**src/rtl/vga_timing_pkg.sv**
```systemverilog
// vga_timing_pkg: 640x480@60 timing constants and receiver state encodings shared by generator and receiver
package vga_timing_pkg;
    localparam int H_SYNC = 96;
    localparam int H_BP   = 48;
    localparam int H_ACT  = 640;
    localparam int H_FP   = 16;
    localparam int H_TOT  = H_SYNC + H_BP + H_ACT + H_FP;
    localparam int V_SYNC = 2;
    localparam int V_BP   = 33;
    localparam int V_ACT  = 480;
    localparam int V_FP   = 10;
    localparam int V_TOT  = V_SYNC + V_BP + V_ACT + V_FP;
    typedef enum logic [2:0] {
        SEARCH  = 3'b001,
        MEASURE = 3'b010,
        LOCKED  = 3'b100
    } rx_state_e;
endpackage

```
**src/rtl/sync_edge_det.sv**
```systemverilog
// sync_edge_det: two-flop synchroniser with registered rise/fall pulses aligned to the synchronised level
module sync_edge_det #(
    parameter logic IDLE = 1'b0
) (
    input  logic clk,
    input  logic rst,
    input  logic din,
    output logic lvl,
    output logic rise,
    output logic fall
);
    logic s1_q, s1_d, s2_q, s2_d, rise_q, rise_d, fall_q, fall_d;
    // shift the input through both stages and flag an edge between them
    always_comb begin
        s1_d   = din;
        s2_d   = s1_q;
        rise_d = s1_q & ~s2_q;
        fall_d = ~s1_q & s2_q;
    end
    // stages reset to the idle level so reset never creates a false edge
    always_ff @(posedge clk) begin
        if (!rst) begin
            s1_q   <= IDLE;
            s2_q   <= IDLE;
            rise_q <= 1'b0;
            fall_q <= 1'b0;
        end else begin
            s1_q   <= s1_d;
            s2_q   <= s2_d;
            rise_q <= rise_d;
            fall_q <= fall_d;
        end
    end
    assign lvl  = s2_q;
    assign rise = rise_q;
    assign fall = fall_q;
endmodule

```
**src/rtl/vga_sync_rx.sv**
```systemverilog
// vga_sync_rx: recovers pixel position from hsync/vsync/DE, measures line length, tracks lock and flags timing errors
module vga_sync_rx
    import vga_timing_pkg::*;
#(
    parameter int H_TOTAL    = H_TOT,
    parameter int H_ACTIVE   = H_ACT,
    parameter int V_ACTIVE   = V_ACT,
    parameter int LOCK_LINES = 4,
    parameter int CNT_W      = 10
) (
    input  logic             clk,
    input  logic             rst,
    input  logic             hsync_in,
    input  logic             vsync_in,
    input  logic             de_in,
    output logic             pix_valid,
    output logic [CNT_W-1:0] pix_col,
    output logic [CNT_W-1:0] pix_row,
    output logic             line_start,
    output logic             frame_start,
    output logic             locked,
    output logic [CNT_W-1:0] line_len,
    output logic             err_hlen,
    output logic             err_hactive,
    output logic             err_vactive
);
    localparam logic [CNT_W-1:0] H_TOT_C = CNT_W'(H_TOTAL);
    localparam logic [CNT_W-1:0] H_ACT_C = CNT_W'(H_ACTIVE);
    localparam logic [CNT_W-1:0] V_ACT_C = CNT_W'(V_ACTIVE);
    localparam logic [CNT_W-1:0] CNT_MAX = '1;
    localparam logic [3:0]       LOCK_C  = 4'(LOCK_LINES);

    logic hs_lvl, hs_rise, hs_fall, vs_lvl, vs_rise, vs_fall, de_lvl, de_rise, de_fall;
    logic unused;

    sync_edge_det #(.IDLE(1'b1)) u_hs (.clk(clk), .rst(rst), .din(hsync_in), .lvl(hs_lvl), .rise(hs_rise), .fall(hs_fall));
    sync_edge_det #(.IDLE(1'b1)) u_vs (.clk(clk), .rst(rst), .din(vsync_in), .lvl(vs_lvl), .rise(vs_rise), .fall(vs_fall));
    sync_edge_det #(.IDLE(1'b0)) u_de (.clk(clk), .rst(rst), .din(de_in), .lvl(de_lvl), .rise(de_rise), .fall(de_fall));

    assign unused = ^{hs_lvl, hs_rise, vs_lvl, vs_rise};

    rx_state_e        state_q, state_d;
    logic [CNT_W-1:0] hcnt_q, hcnt_d, line_len_q, line_len_d, pix_col_q, pix_col_d, row_cnt_q, row_cnt_d;
    logic [3:0]       match_cnt_q, match_cnt_d;
    logic             pix_valid_q, pix_valid_d, line_start_q, line_start_d, frame_start_q, frame_start_d;
    logic             err_hlen_q, err_hlen_d, err_hactive_q, err_hactive_d, err_vactive_q, err_vactive_d;
    logic             frame_seen_q, frame_seen_d;
    logic             sat, len_ok, is_locked;
    logic [CNT_W-1:0] hcnt_inc;
    logic [3:0]       match_inc;

    // counters, lock FSM and error checks; a saturated hcnt overrides any edge and forces a fresh search
    always_comb begin
        sat           = hcnt_q == CNT_MAX;
        hcnt_inc      = hcnt_q + 1'b1;
        len_ok        = hcnt_inc == H_TOT_C;
        match_inc     = match_cnt_q + 1'b1;
        is_locked     = state_q == LOCKED;
        hcnt_d        = hs_fall ? '0 : (sat ? hcnt_q : hcnt_inc);
        line_len_d    = (hs_fall && !sat) ? hcnt_inc : line_len_q;
        pix_valid_d   = de_lvl;
        pix_col_d     = de_rise ? '0 : (de_lvl ? pix_col_q + 1'b1 : pix_col_q);
        row_cnt_d     = vs_fall ? '0 : (de_fall ? row_cnt_q + 1'b1 : row_cnt_q);
        line_start_d  = hs_fall;
        frame_start_d = vs_fall;
        err_hactive_d = is_locked && de_fall && (pix_col_q + 1'b1 != H_ACT_C);
        err_vactive_d = is_locked && vs_fall && frame_seen_q && (row_cnt_q != V_ACT_C);
        frame_seen_d  = !is_locked ? 1'b0 : (vs_fall ? 1'b1 : frame_seen_q);
        state_d       = state_q;
        match_cnt_d   = match_cnt_q;
        err_hlen_d    = 1'b0;
        if (sat) begin
            state_d = SEARCH;
        end else if (hs_fall) begin
            case (state_q)
                SEARCH: begin
                    state_d     = MEASURE;
                    match_cnt_d = '0;
                end
                MEASURE: begin
                    match_cnt_d = len_ok ? match_inc : '0;
                    state_d     = (len_ok && match_inc >= LOCK_C) ? LOCKED : MEASURE;
                end
                LOCKED: begin
                    state_d    = len_ok ? LOCKED : SEARCH;
                    err_hlen_d = !len_ok;
                end
                default: state_d = SEARCH;
            endcase
        end
    end

    // state and output registers; reset discards all measurement
    always_ff @(posedge clk) begin
        if (!rst) begin
            state_q       <= SEARCH;
            hcnt_q        <= '0;
            line_len_q    <= '0;
            pix_col_q     <= '0;
            row_cnt_q     <= '0;
            match_cnt_q   <= '0;
            pix_valid_q   <= 1'b0;
            line_start_q  <= 1'b0;
            frame_start_q <= 1'b0;
            err_hlen_q    <= 1'b0;
            err_hactive_q <= 1'b0;
            err_vactive_q <= 1'b0;
            frame_seen_q  <= 1'b0;
        end else begin
            state_q       <= state_d;
            hcnt_q        <= hcnt_d;
            line_len_q    <= line_len_d;
            pix_col_q     <= pix_col_d;
            row_cnt_q     <= row_cnt_d;
            match_cnt_q   <= match_cnt_d;
            pix_valid_q   <= pix_valid_d;
            line_start_q  <= line_start_d;
            frame_start_q <= frame_start_d;
            err_hlen_q    <= err_hlen_d;
            err_hactive_q <= err_hactive_d;
            err_vactive_q <= err_vactive_d;
            frame_seen_q  <= frame_seen_d;
        end
    end

    assign pix_valid   = pix_valid_q;
    assign pix_col     = pix_col_q;
    assign pix_row     = row_cnt_q;
    assign line_start  = line_start_q;
    assign frame_start = frame_start_q;
    assign locked      = is_locked;
    assign line_len    = line_len_q;
    assign err_hlen    = err_hlen_q;
    assign err_hactive = err_hactive_q;
    assign err_vactive = err_vactive_q;
endmodule
```
**config.mk**
```make
export PLATFORM = sky130hd
export DESIGN_NAME = vga_sync_rx
export DESIGN_NICKNAME = d
export VERILOG_FILES = /design/src/rtl/vga_timing_pkg.sv /design/src/rtl/sync_edge_det.sv /design/src/rtl/vga_sync_rx.sv
export SDC_FILE = /design/constraint.sdc
export NUM_CORES = 1
export LEC_CHECK = 0
export CAP_MARGIN = 20
export CORE_UTILIZATION = 35
export CTS_CLUSTER_SIZE = 10
export DETAILED_ROUTE_END_ITERATION = 10
export GPL_TIMING_DRIVEN = 0
export HOLD_SLACK_MARGIN = 0.06
export SETUP_SLACK_MARGIN = 0.4
export SLEW_MARGIN = 30
export SYNTH_ARGS = -nofsm -noshare
export SYNTH_HDL_FRONTEND = slang
export SYNTH_SLANG_ARGS = --single-unit
```
**constraint.sdc**
```tcl
create_clock -name clk -period 2.3 [get_ports clk]
set_input_delay 0.23 -clock clk [delete_from_list [all_inputs] [get_ports clk]]
set_output_delay 0.23 -clock clk [all_outputs]
set_load 0.02 [all_outputs]
```
# ---- Word-level counts from Yosys, hierarchy flattened
# Cells that the tools add are included.
dict set report classes {
  addsub 4
  mul 0
  n_div 0
  n_lt_le_gt_ge 1
  eq_ne 7
  n_shift 0
  n_mux 5
  bitwise_logic 12
  n_reduce_logical 17
}
# op count
set op_table {}
lappend op_table {{$add A10 B1 Y10 const B} 3}
lappend op_table {{$eq A10 B10 Y1 const B} 2}
lappend op_table {{$ne A10 B10 Y1 const B} 1}
lappend op_table {{$ne A10 B9 Y1 const B} 1}
lappend op_table {{$pmux W3 S3} 1}
lappend op_table {{$not A1 Y1} 8}
lappend op_table {{$pmux W4 S2} 1}
lappend op_table {{$reduce_or A2 Y1} 4}
lappend op_table {{$logic_and A1 B1 Y1} 7}
lappend op_table {{$mux W3} 2}
lappend op_table {{$add A4 B1 Y4 const B} 1}
lappend op_table {{$and A1 B1 Y1} 4}
lappend op_table {{$ge A4 B3 Y1 const B} 1}
lappend op_table {{$mux W4} 1}
lappend op_table {{$reduce_or A4 Y1} 1}
lappend op_table {{$eq A3 B1 Y1 const B} 1}
lappend op_table {{$eq A3 B2 Y1 const B} 1}
lappend op_table {{$eq A3 B3 Y1 const B} 1}
lappend op_table {{$reduce_and A3 Y1} 1}
lappend op_table {{$logic_not A1 Y1} 2}
lappend op_table {{$reduce_and A2 Y1} 1}
lappend op_table {{$reduce_bool A2 Y1} 1}
dict set report totals {
  regBits 64
  latch_bits 0
  ramBits 0
  mem_bits_ro 0
  out_inout_bits 37
  elab_cells 69
  n_memories 0
}

# ---- Depth between registers and ports, before layout
# Gate-level depths: netlist of run 1.
dict set report depth {
  depth_word 5
  depth_mapped 9
  depth_no_buf 6
}

# ---- Cells and area by module
# A second synthesis of run 1 with hierarchy kept.
dict set report unflattened {
  cells_unflattened 313
  area_unflattened_um2 2865.2
}
# module n_inst cells_each area_each_um2 seq_area_each_um2
set modules_own_cells {}
lappend modules_own_cells {vga_sync_rx 1 289 2533.7 1081.0}
lappend modules_own_cells {{sync_edge_det (u_hs ...)} 2 8 110.1 80.1}
lappend modules_own_cells {{sync_edge_det (u_de)} 1 8 111.4 80.1}

# ---- Least setup slack after synthesis of run 1
# Ideal clock, no wire load.
dict set report synth_path {
  kind {reg-to-reg}
  from {register hcnt_q[0]}
  to {register line_len_q[6] (netlist: line_len[6])}
  arrival_time_ns 1.576
  setup_slack_ns 0.583
  path_stages_with_launch 9
  synth_period_minus_slack_ns 1.717
  path_cell_list {dfxtp_1 ha_1 and3_1 nand4_4 and2_4 buf_6 buf_6 nor2_1 a211oi_1}
}
dict set report synth_between {
  elab_chain_len 3
  word_cells_on_any_way 4
}
# element line_no
set synth_lines {}
lappend synth_lines {{start, declared} vga_sync_rx.sv:43} ;# logic [CNT_W-1:0] hcnt_q, hcnt_d, line_len_q, line_len_d, pix_col_q, pix_col_d, row_cnt_q, row_cnt_d;
lappend synth_lines {{start signal, assigned} vga_sync_rx.sv:111} ;# hcnt_q <= hcnt_d;
lappend synth_lines {{parallel branches: the longest is 3 deep, another holds $add A10 B1 Y10} -}
lappend synth_lines {{end signal, assigned} vga_sync_rx.sv:112} ;# line_len_q <= line_len_d;
lappend synth_lines {{end, declared} vga_sync_rx.sv:43}
# Several ways; the timed one is not identified.
# A chain may end at the register's enable or synchronous reset.

# ---- Worst setup path after layout of run 1
dict set report layout_path {
  from {register hcnt_q[2]}
  to {register state_q[0]}
}
dict set report layout_between {
  elab_chain_len 4
  word_cells_on_any_way 6
}
# element line_no
set layout_lines {}
lappend layout_lines {{$add A10 B1 Y10} vga_sync_rx.sv:55} ;# hcnt_inc = hcnt_q + 1'b1;
lappend layout_lines {{$eq A10 B10 Y1} vga_sync_rx.sv:56} ;# len_ok = hcnt_inc == H_TOT_C;
lappend layout_lines {{$mux W3} vga_sync_rx.sv:85} ;# state_d = len_ok ? LOCKED : SEARCH;
lappend layout_lines {{$pmux W3 S3} vga_sync_rx.sv:75} ;# case (state_q)
lappend layout_lines {{end signal, assigned} vga_sync_rx.sv:110} ;# state_q <= state_d;
lappend layout_lines {{end, declared} vga_sync_rx.sv:42} ;# rx_state_e state_q, state_d;
# Several ways; a longest one is shown, not always the timed one.

==> impl_metrics.json, run 1 <==
{
  "run_status": "finished clean",
  "synth_top_family_by_area": "simple AND/OR/NAND/NOR gates",
  "final_cell_mix": "dfxtp_1 (63), nor2_1 (41), clkdlybuf4s50_1 (40)",
  "ys_ff_latch": 64,
  "synthAdderAreaFrac": 0.0263,
  "via_count": 2189,
  "die-area_um2": 8530,
  "synthesis.area_um2": 2860,
  "max_freq_mhz": 572,
  "synthArstFlopShare": 0,
  "reg2reg_slack_ns": 0.55,
  "p_leak_nw": 1.34,
  "cts_sinks": 64,
  "hold_buffers": 0,
  "syn_nets": 313,
  "worst_pin_slew_ns": 0.604,
  "rsz0062_at_grt": "no",
  "yosysSeqAreaShare": 0.448,
  "met1Wirelength_mm": 2.72,
  "h-tree-depth": 3,
  "cap_violations": 0,
  "numCtsBuffers": 9,
  "wire_per_inst_um": 12.1,
  "num_antenna_cells": 0,
  "start_kind": "flop",
  "cp_slowest_cell": "dfxtp_1",
  "syn_avg_cell_area_um2": 9.46,
  "critPathMaxStageDelay_ns": 0.36,
  "r2r_start": "hcnt_q[2]$_SDFFE_PP0N_",
  "power_density_nw_per_um2": 592,
  "drt-pass1-iter-count": 4,
  "peakVddDrop_mv": 0.337,
  "rows": 32,
  "synth_edf_count": 0,
  "fin_tns_setup_ns": 0,
  "ant_nets": 0,
  "min_from": "u_de.s1_q$_SDFF_PN0_",
  "clkTransAtPathRegs_ns": 0.07,
  "yosys.area_share.simple": 0.247,
  "io_buffers": 41,
  "synth_cell_types": 55,
  "required_ns": 2.53,
  "drc": 0,
  "grt_pass1_wl_mm": 9.20,
  "clk_latency_ns": 0.34,
  "floorplan.die.height_um": 92.4,
  "timing.final.crit_share": 0.760,
  "cts_tree": "yes",
  "finClkSkew_ns": 0.00843,
  "yosysWarnings": 0,
  "drtIter0Drc": 67,
  "synthCells": 302,
  "crit_fanout": 6,
  "nets": 366,
  "min_period_ns": 1.75,
  "setup_viol": 0,
  "final_common_cell": "dfxtp_1",
  "initial_utilization": 0.366,
  "drt-total-wl_mm": 5.60,
  "core-area_um2": 7810,
  "avgViaCountPerCell": 4.74,
  "rr_worst_depth": 6,
  "synth-xor-area-share": 0.0827,
  "antenna_found_initial": 0,
  "cp-end-kind": "flop",
  "finalHoldViolations": 0,
  "cp_num_buf_inv": 1,
  "whs_ns": 0.408,
  "grt_pass1_vias": 1947,
  "clockBufferDepth": 2,
  "drive_above_1_share": 0.128,
  "clockRootBuffer": "clkbuf_8",
  "overflow": 0,
  "wl_met2_mm": 2.56,
  "hold_depth": 1,
  "die_w_um": 92.4,
  "min_to": "u_de.fall$_SDFF_PN0_",
  "synth_compound_area_frac": 0.121,
  "io_pins": 42,
  "r2r_end": "state_q[0]$_SDFFE_PP1P_",
  "critPathArrivalTime_ns": 1.98,
  "grtUsageTotal": 0.139,
  "top_layer": "met4",
  "dp_hpwl_mm": 3.87,
  "hp-class": "reg2reg",
  "synth_top_flop_cell": "dfxtp_1",
  "crit_family": "compound AO/OA/AOI/OAI gates",
  "maxSlewHeadroom": 0.598,
  "area_growth_pct": 25.8,
  "wl_met3_um": 221,
  "muxShareOfSynthArea": 0.0175,
  "worstPathCellList": "and3_1, buf_8, a211o_1, a32oi_4, nand3_1, a21o_1",
  "critPathKind": "reg2reg",
  "finalMaxSlewViolations": 0,
  "place_congestion": 0.757,
  "grt_start_max_net_pins": 12
}
-- cell type report --
type | instances | area [um2]
multi-input cells | 211 | 1440
fillers | 774 | 4210
inverters | 10 | 37.5
well taps | 102 | 128
clock inverters | 6 | 35.0
repair buffers | 42 | 417
clock buffers | 10 | 138
flip-flops and latches | 64 | 1280
plain buffers | 17 | 124
-- synth_stat cells (2+ instances only) --
library cell	count	share of area
and4_1	2	0.0061
a211oi_1	4	0.011
xor2_1	16	0.049
nor3_1	6	0.011
o21ai_0	3	0.0053
and3_1	8	0.018
nor2_1	41	0.054
o21ai_1	3	0.0053
nand2b_1	7	0.015
mux2i_1	5	0.018
ha_1	6	0.026
nor4_1	2	0.0044
nand4_1	9	0.020
a211oi_2	5	0.022
and3b_1	3	0.0092
nand2_1	20	0.026
buf_4	2	0.0053
dfxtp_1	64	0.45
nor3b_1	2	0.0053
buf_6	5	0.020
nand3b_1	2	0.0053
or3_1	2	0.0044
buf_2	2	0.0035
nand4b_1	2	0.0061
a21oi_1	13	0.023
nor2b_1	3	0.0066
and2_1	6	0.013
clkbuf_1	6	0.0079
nor3b_2	2	0.0088
nand3_1	7	0.012
inv_1	10	0.013
xnor2_1	11	0.034
-- report_power, final --
group          leakage (nW)  total (mW)  internal [mW]  switching [mW]
logic                 0.731       0.138         0.0624          0.0752
clock network        0.0878       0.841          0.412           0.429
registers             0.520        1.15           1.13          0.0186
-- cell families (layout without fill, tap and decap cells) --
| logic type | after synthesis | count (layout) |
|---|---|---|
| muxes | 5 | 5 |
| DFF | 64 | 64 |
| and+or+nand+nor | 130 | 130 |
| xor gates and xnor gates | 27 | 27 |
| AOI/OAI and AO/OA | 43 | 43 |
| adders and majority gates | 6 | 6 |
| buffers and inverters | 27 | 85 |
-- worst max-delay path by stage --
stage                                       from                        to  slack (ns)  cells past startpoint
after floorplan           hcnt_q[0]$_SDFFE_PP0N_  line_len[6]$_SDFFE_PN0P_        0.58                      8
after global placement    hcnt_q[0]$_SDFFE_PP0N_   state_q[0]$_SDFFE_PP1P_        0.36                      6
after detailed placement  hcnt_q[0]$_SDFFE_PP0N_  line_len[2]$_SDFFE_PN0P_        0.37                      7
after CTS                 hcnt_q[0]$_SDFFE_PP0N_  line_len[2]$_SDFFE_PN0P_        0.41                      7
after global routing      hcnt_q[1]$_SDFFE_PP0N_  line_len[9]$_SDFFE_PN0P_        0.45                      7
final                     hcnt_q[2]$_SDFFE_PP0N_   state_q[0]$_SDFFE_PP1P_        0.55                      6
-- what timing repair did --
| action | 4_1_cts | 5_1_grt |
|---|---|---|
| resized for setup | 3 | 3 |
| setup buffers | 1 | 0 |
| pin swaps | 1 | 0 |
| endpoints found under the setup margin | 9 | 14 |
-- worst reg2reg max path: cells and delay by family, from the launching register on --
| kind | cells | cell delay [ns] |
|---|---|---|
| and+or+nand+nor | 2 | 0.37 |
| buffers and inverters | 1 | 0.13 |
| DFF | 1 | 0.36 |
| AOI/OAI and AO/OA | 3 | 0.80 |
-- routing by layer --
layer  vias up  global-route usage
met5         -                   0
met4         0              0.0664
met3        10              0.0460
met2        39               0.206
met1       992               0.180
li1       1148                   -
-- state kept, by name, summed over array words and instances (netlist names), 3 cells and up --
register	count
hcnt_q	10
line_len	10
pix_col	10
pix_row	10
match_cnt_q	4
state_q	3
-- stage by stage --
step	setup slack [ns]	utilization	instance area [um2]	instances	power (mW)
3_3_place_gp	0.361	0.435	3400	445	1.31
3_5_place_dp	0.373	0.435	3400	445	1.31
6_report	0.553	0.461	3600	462	2.13
5_1_grt	0.445	0.461	3600	462	2.23
4_1_cts	0.408	0.459	3580	462	2.16
2_1_floorplan	0.583	-	2860	302	1.26
No activity file was read; power rests on OpenSTA's default activity.
==> inputs of run 2 (changes only) <==
- clock period: 2.3 -> 1.7 ns (I/O delays scaled with it)
==> impl_metrics.json, run 2 (synthesis results as in run 1) <==
{
  "run_status": "finished, violations left",
  "violations": "negative setup slack",
  "r2r_end": "err_hlen$_SDFF_PP0_",
  "finalMaxSlewViolations": 0,
  "cp-endpoint": "err_hlen$_SDFF_PP0_",
  "clk_latency_ns": 0.35,
  "io_buffers": 41,
  "r2r_start": "hcnt_q[3]$_SDFFE_PP0N_",
  "start_kind": "flop",
  "cts_tree": "yes",
  "critPathArrivalTime_ns": 1.97,
  "cp-end-kind": "flop",
  "num_antenna_cells": 0,
  "grt_pass1_vias": 2014,
  "wire_per_inst_um": 12.7,
  "rows": 32,
  "worst_slack_ns": -0.0414,
  "cts_sinks": 64,
  "cap_violations": 0,
  "p_leak_nw": 1.66,
  "critPathKind": "reg2reg",
  "place_area_um2": 3430,
  "finalHoldViolations": 0,
  "final_common_cell": "dfxtp_1",
  "drc": 0,
  "grtUsageTotal": 0.146,
  "worst_pin_slew_ns": 0.717,
  "setup_viol": 9,
  "area_growth_pct": 38.5,
  "required_ns": 1.93,
  "grt_start_max_net_pins": 11,
  "io_pins": 42,
  "timing.final.crit_share": 1.02,
  "clockBufferDepth": 2,
  "rr_worst_depth": 7,
  "startpoint": "hcnt_q[3]$_SDFFE_PP0N_",
  "via_count": 2267,
  "maxSlewHeadroom": 0.522,
  "numCtsBuffers": 9,
  "dp_hpwl_mm": 3.99,
  "drtIter0Drc": 110,
  "crit_fanout": 6,
  "rsz0062_at_grt": "yes",
  "avgViaCountPerCell": 4.75,
  "floorplan.die.height_um": 92.4,
  "drt-pass1-iter-count": 4,
  "overflow": 0,
  "nets": 383,
  "h-tree-depth": 3,
  "drt-total-wl_mm": 6.04,
  "clockRootBuffer": "clkbuf_8",
  "final_cell_mix": "dfxtp_1 (47), nor2_1 (39), dlygate4sd2_1 (27)",
  "design_area_um2": 3960,
  "place_congestion": 0.753,
  "ant_nets": 0,
  "reg2reg_slack_ns": -0.04,
  "core-area_um2": 7810,
  "finClkSkew_ns": 0.0108,
  "power_density_nw_per_um2": 803,
  "die_w_um": 92.4,
  "grt_pass1_wl_mm": 9.64,
  "p_total_mw": 3.18,
  "fin_tns_setup_ns": -0.145,
  "max_freq_mhz": 574,
  "antenna_found_initial": 0,
  "min_period_ns": 1.74,
  "clkTransAtPathRegs_ns": 0.07,
  "drive_above_1_share": 0.283,
  "peakVddDrop_mv": 0.446,
  "die-area_um2": 8530,
  "initial_utilization": 0.366,
  "hold_buffers": 0,
  "hp-class": "in2reg"
}
-- run 2: power by group --
part	internal [mW]	switching (mW)
Sequential	1.53	0.0250
Combinational	0.0961	0.117
Clock	0.850	0.559
Total	2.48	0.701
-- run 2: worst max-delay path, cell delays in order (launching register included) --
cell and delay (ns):
dfxtp_2 0.33, buf_6 0.12, and4_4 0.17, buf_6 0.12, a211o_1 0.29, a32oi_4 0.29
nand2_2 0.13, and4_1 0.19
-- run 2: worst min-delay path by stage --
stage                          from              endpoint  slack, ns  cells past startpoint
3_3_place_gp   u_de.s1_q$_SDFF_PN0_  u_de.fall$_SDFF_PN0_       0.40                      1
2_1_floorplan              hsync_in  u_hs.s1_q$_SDFF_PN1_       0.27                      1
6_report                   vsync_in  u_vs.s1_q$_SDFF_PN1_       0.38                      2
4_1_cts                    vsync_in  u_vs.s1_q$_SDFF_PN1_       0.38                      2
3_5_place_dp   u_de.s1_q$_SDFF_PN0_  u_de.fall$_SDFF_PN0_       0.40                      1
5_1_grt                    vsync_in  u_vs.s1_q$_SDFF_PN1_       0.39                      2
-- run 2: final cells by class --
class                           instances  area, um2
Fill cell                             751       3850
Multi-Input combinational cell        211       1560
Sequential cell                        64       1310
Timing Repair Buffer                   59        569
Buffer                                 17        150
Clock buffer                           11        141
Tap cell                              102        128
Clock inverter                          3       67.6
Inverter                               10       37.5
-- run 2: repair_timing --
item                                    in CTS  in global routing
endpoints found under the hold margin        0                  0
endpoints found under the setup margin      73                 47
pin swaps                                    7                 11
gates cloned                                 0                  2
resized for setup                           71                 31
setup buffers                               10                  6
-- run 2: per-layer routing --
metal  vias up  GRT usage  wire [um]  part of all wire
li1       1181          -          -                 -
met1      1046      0.181       2910              0.48
met2        30      0.226       2800              0.46
met3        10     0.0591        237             0.039
met4         0     0.0547        102             0.017
met5         -          0          0                 0
-- run 2: per-stage QoR --
step                hold slack [ns]  cells  utilization  setup slack [ns]
finish                        0.382    477        0.507           -0.0414
global route                  0.389    477        0.507            -0.102
CTS                           0.378    469        0.485           -0.0292
detailed placement            0.397    445        0.440            -0.150
global placement              0.398    445        0.440            -0.147
floorplan                     0.271    302            -            0.0847
